`src/rtl/crc24_check.sv`:
```
// ============================================================================
// Module      : crc24_check
// Description : Byte-serial CRC24 checker; payload followed by 3 CRC bytes.
// Revision    : 1.0 - initial release
// ============================================================================
`default_nettype none

module crc24_check #(
  parameter logic [23:0] POLY = 24'h800063,
  parameter logic [23:0] INIT = 24'h000000
) (
  input  logic        clk,
  input  logic        reset,
  input  logic        abort,
  input  logic        s_valid,
  output logic        s_ready,
  input  logic [7:0]  s_data,
  input  logic        s_last,
  output logic        res_valid,
  output logic        pass,
  output logic        len_err,
  output logic [23:0] crc_calc,
  output logic [23:0] crc_rx,
  output logic [15:0] blk_len
);

  typedef enum logic [1:0] {
    IDLE = 2'd0,
    RUN  = 2'd1,
    DONE = 2'd2
  } state_t;

  state_t      r_state;
  logic [23:0] r_crc;
  logic [7:0]  r_dl0;
  logic [7:0]  r_dl1;
  logic [7:0]  r_dl2;
  logic [15:0] r_cnt;
  logic        r_res_valid;
  logic        r_pass;
  logic        r_len_err;
  logic [23:0] r_crc_calc;
  logic [23:0] r_crc_rx;
  logic [15:0] r_blk_len;

  logic        w_accept;
  logic        w_full;
  logic        w_short;
  logic [15:0] w_len;
  logic [23:0] w_crc_fold;
  logic [23:0] w_crc_next;
  logic [23:0] w_rx;

  // Eight MSB-first shift steps of the LFSR, unrolled into one cycle.
  function automatic logic [23:0] crc_byte(input logic [23:0] crc, input logic [7:0] d);
    logic [23:0] c;
    c = crc;
    for (int i = 7; i >= 0; i--) begin
      if (c[23] ^ d[i]) c = {c[22:0], 1'b0} ^ POLY;
      else              c = {c[22:0], 1'b0};
    end
    return c;
  endfunction

  assign s_ready    = (r_state != DONE);
  assign w_accept   = s_valid & s_ready;
  assign w_full     = (r_cnt >= 16'd3);
  assign w_short    = (r_cnt < 16'd3);
  assign w_len      = (r_cnt == 16'hFFFF) ? 16'hFFFF : r_cnt + 16'd1;
  assign w_crc_fold = crc_byte(r_crc, r_dl2);
  assign w_crc_next = w_full ? w_crc_fold : r_crc;
  assign w_rx       = {r_dl1, r_dl0, s_data};

  always_ff @(posedge clk) begin
    if (reset) begin
      r_state     <= IDLE;
      r_crc       <= INIT;
      r_dl0       <= 8'h00;
      r_dl1       <= 8'h00;
      r_dl2       <= 8'h00;
      r_cnt       <= 16'd0;
      r_res_valid <= 1'b0;
      r_pass      <= 1'b0;
      r_len_err   <= 1'b0;
      r_crc_calc  <= 24'd0;
      r_crc_rx    <= 24'd0;
      r_blk_len   <= 16'd0;
    end else if (abort) begin
      // Discard the partial block; last result fields stay visible.
      r_state     <= IDLE;
      r_crc       <= INIT;
      r_dl0       <= 8'h00;
      r_dl1       <= 8'h00;
      r_dl2       <= 8'h00;
      r_cnt       <= 16'd0;
      r_res_valid <= 1'b0;
    end else begin
      case (r_state)
        IDLE, RUN: begin
          if (w_accept) begin
            if (s_last) begin
              r_state     <= DONE;
              r_res_valid <= 1'b1;
              r_blk_len   <= w_len;
              r_len_err   <= w_short;
              r_crc_calc  <= w_short ? 24'd0 : w_crc_next;
              r_crc_rx    <= w_short ? 24'd0 : w_rx;
              r_pass      <= !w_short && (w_crc_next == w_rx);
            end else begin
              r_state <= RUN;
              r_dl0   <= s_data;
              r_dl1   <= r_dl0;
              r_dl2   <= r_dl1;
              r_cnt   <= w_len;
              r_crc   <= w_crc_next;
            end
          end
        end
        DONE: begin
          r_state     <= IDLE;
          r_res_valid <= 1'b0;
          r_crc       <= INIT;
          r_dl0       <= 8'h00;
          r_dl1       <= 8'h00;
          r_dl2       <= 8'h00;
          r_cnt       <= 16'd0;
        end
        default: begin
          r_state     <= IDLE;
          r_res_valid <= 1'b0;
        end
      endcase
    end
  end

  assign res_valid = r_res_valid;
  assign pass      = r_pass;
  assign len_err   = r_len_err;
  assign crc_calc  = r_crc_calc;
  assign crc_rx    = r_crc_rx;
  assign blk_len   = r_blk_len;

endmodule

`default_nettype wire

```
`config.mk`:
```
export PLATFORM = sky130hd
export DESIGN_NAME = crc24_check
export DESIGN_NICKNAME = d
export VERILOG_FILES = /design/src/rtl/crc24_check.sv
export SDC_FILE = /design/constraint.sdc
export NUM_CORES = 1
export LEC_CHECK = 0
export ABC_AREA = 1
export CAP_MARGIN = 20
export CORE_ASPECT_RATIO = 1.75
export CORE_MARGIN = 2
export CORE_UTILIZATION = 59
export CTS_CLUSTER_DIAMETER = 120
export CTS_CLUSTER_SIZE = 8
export DETAILED_ROUTE_END_ITERATION = 12
export PLACE_DENSITY = 0.94
export SETUP_SLACK_MARGIN = 0.1
export SYNTH_ARGS = -nofsm -noshare
export SYNTH_HDL_FRONTEND = slang
export SYNTH_SLANG_ARGS = --single-unit
export TNS_END_PERCENT = 50
```
`constraint.sdc`:
```
create_clock -name clk -period 4.3 [get_ports clk]
set_input_delay 0.43 -clock clk [delete_from_list [all_inputs] [get_ports clk]]
set_output_delay 0.43 -clock clk [all_outputs]
set_load 0.02 [all_outputs]
```
==> flow_summary.toml <==
[setup_path]
path_buf_inv = 2
critical_path_class = "reg2reg"
cp_slowest_cell = "inv_1"
worstPathCellList = "ha_1 -> nor4_1 -> nand2_1 -> buf_4 -> inv_1 -> nor2_1 -> a21oi_1 -> o22ai_1 -> a221oi_1 -> nand2_1 -> a211oi_1 -> nand4_1 -> nor2_1 -> nand2_1 -> a21oi_2"
critPathMaxStageDelay_ps = 510
critPathArrivalTime_ps = 3740
cp_common_cell = "nand2_1"
path_depth = 15
critPathTopFamily = "simple AND/OR/NAND/NOR gates"
reg2regPathDepth = 15
worst-path-max-fanout = 31
r2r-start = "r_cnt[0]"
rrSetupSlack_ps = 930
reg2reg_to = "pass"
cp_data_required_time_ps = 4660
end_kind = "flip-flop"
crit_path_start_kind = "flip-flop"

[sta]
finalSetupViolations = 0
finalSetupTns_ps = 0
final_hold_viol_count = 0
fmax_mhz = 296
final.min_clock_period_ps = 3370
tightest_slew_ps = 690
whs_ps = 450
slew_violations = 0
fin_crit_sh_pct = 78.5
finClkSkew_ps = 6.78
rsz0062_at_grt = "false"
slew_headroom_pct = 53.8

[routing]
viasPerCell = 5.93
drc_errors = 0
via_count = 6309
ant_nets = 0
drt-pass1-iter-count = 6
totalWireLength_um = 18100
drt_iter0_markers = 617
wl_per_cell_um = 17.0

[global_route]
track_usage_pct = 34.3
antenna_found_initial = 0
grt_pass1_wl_um = 28700
grt_pass1_vias = 5956
grt_max_degree = 55
gr-total-overflow = 0

[final_layout]
nNetsFinal = 940
fillCellCount = 648
layout_commonest_cell = "nand2_1"
n_antenna_cell = 0
area_growth_pct = 24.8
drive_above_1_share_pct = 7.03
final_cell_mix = "nand2_1 (238), dfxtp_1 (133), a21oi_1 (115), clkdlybuf4s50_1 (80), inv_1 (75)"

[outcome]
status = "finished clean"

[floorplanning]
pin_count = 81
core_mm2 = 0.00991
die_h_um = 138
num_rows = 48
die_x_um = 80.4
start_util_pct = 60.8
dieArea_mm2 = 0.0111

[yosys]
synth_area_per_cell_um2 = 6.99
ys_warn_count = 0
ys_seq_area_share_pct = 44.2
synth.area.top_cells = "dfxtp_1 (44%), nand2_1 (15%), a21oi_1 (9.6%), o21ai_0 (4.7%), inv_1 (4.7%)"
ys_seq_elements = 133
ys_types = 32
yosys.area.top_type = "dfxtp_1"
yosysTopAreaCellShare_pct = 44.2
synthCells = 862
syn_nets = 876
netlist_area_mm2 = 0.00603

[worst_hold_path]
min_path_cells = 2
min_to = "res_valid"
min_from = "res_valid"
hold_class = "reg2reg"

[cts]
clkTransAtPathRegs_ps = 60
hold_buffers = 0
cts_root_buffer = "clkbuf_16"
cts_setup_buffers = 0
numCtsBuffers = 17
clk_latency_ps = 430
cts.sinks = 133
clockBufferDepth = 2
tritoncts = "yes"
cts_max_level = 4
ctsResizeCount = 0

[power]
p_leak_uw = 0.00274
ir_drop_mv = 0.324
p_per_area_mw_per_mm2 = 396

[place]
io_buffers = 80
gp_congestion = 0.974
dp_hpwl_um = 11600

[flow_run]
drv_cap = 0
==> per-stage QoR <==
stage	total power (uW)	utilization (%)	setup WS, ps	area (um^2)	std cells
finish	2980	75.9	926	7520	1064
global route	3050	75.9	637	7520	1064
floorplan	1390	-	1700	6030	862
detailed placement	1460	69.5	1110	6890	1032
global placement	1450	69.5	1160	6890	1032
CTS	2980	75.9	1040	7520	1064
==> kinds of logic (layout without fill, tap and decap cells) <==
logic type / count (synthesis) / in the layout / share of synthesized area [%]
simple gates: 374 / 374 / 25.6
compound gates: 196 / 196 / 17.2
flops: 133 / 133 / 44.2
buf+inv: 124 / 201 / 7.87
xor+xnor: 34 / 34 / 4.94
fa+ha+maj: 1 / 1 / 0.208
==> flip-flops by register name, summed over array words and instances, names as in the netlist <==
signal / flops
crc_calc: 24
crc_rx: 24
r_crc: 24
blk_len: 16
r_cnt: 16
r_dl0: 8
r_dl1: 8
r_dl2: 8
r_state: 2
len_err: 1
pass: 1
res_valid: 1
==> Yosys cell counts <==
cell type,instances
xor2_1,26
buf_6,1
ha_1,1
a2bb2oi_1,2
nand3_1,39
nand2_1,238
o2111a_1,1
o22ai_1,12
inv_2,3
a31oi_1,2
nand3_2,2
nand4_1,7
inv_1,75
buf_1,4
buf_2,1
clkbuf_1,38
xnor2_1,8
nand2_2,9
nor3_1,7
a21oi_1,115
o21a_1,2
nor4_1,3
dfxtp_1,133
o21ai_0,57
a211oi_1,1
nand2_4,2
a21oi_2,1
a221oi_1,2
o21ai_2,1
or2_2,3
clkinv_1,2
nor2_1,64
==> metal layers <==
| layer | global-route usage [%] | vias to the layer above | routed length, um |
|---|---|---|---|
| met2 | 58.0 | 413 | 9060 |
| li1 | - | 2920 | - |
| met1 | 35.9 | 2866 | 6150 |
| met5 | 0 | - | 0 |
| met3 | 9.24 | 110 | 1460 |
| met4 | 24.8 | 0 | 1450 |
==> cell type report <==
class	count	area, um^2	area share (%)
timing repair buffer	89	868	11.5
multi-input combinational	605	2900	38.6
clock inverter	13	180	2.40
inverter	80	300	3.99
clock buffer	19	453	6.02
tap	125	156	2.08
sequential	133	2660	35.4
==> worst min-delay path, delay by kind of cell, from the launching register on <==
family | cells | cell delay [ps]
DFF | 1 | 310
AOI/OAI and AO/OA | 1 | 50
buffers and inverters | 1 | 50
==> power breakdown <==
part	internal, uW	total, uW	switching [uW]
clock network	995	1550	550
registers	1250	1270	13.6
logic	58.8	172	113
total	2310	2980	677
==> worst max-delay path by stage <==
stage	from	end	slack, ps
floorplan	r_crc[23]	pass	1700
global placement	r_cnt[0]	pass	1160
detailed placement	r_cnt[0]	pass	1110
CTS	r_cnt[0]	pass	1040
global route	r_dl2[7]	pass	640
finish	r_cnt[0]	pass	930
(Power assumes the default switching activity.)
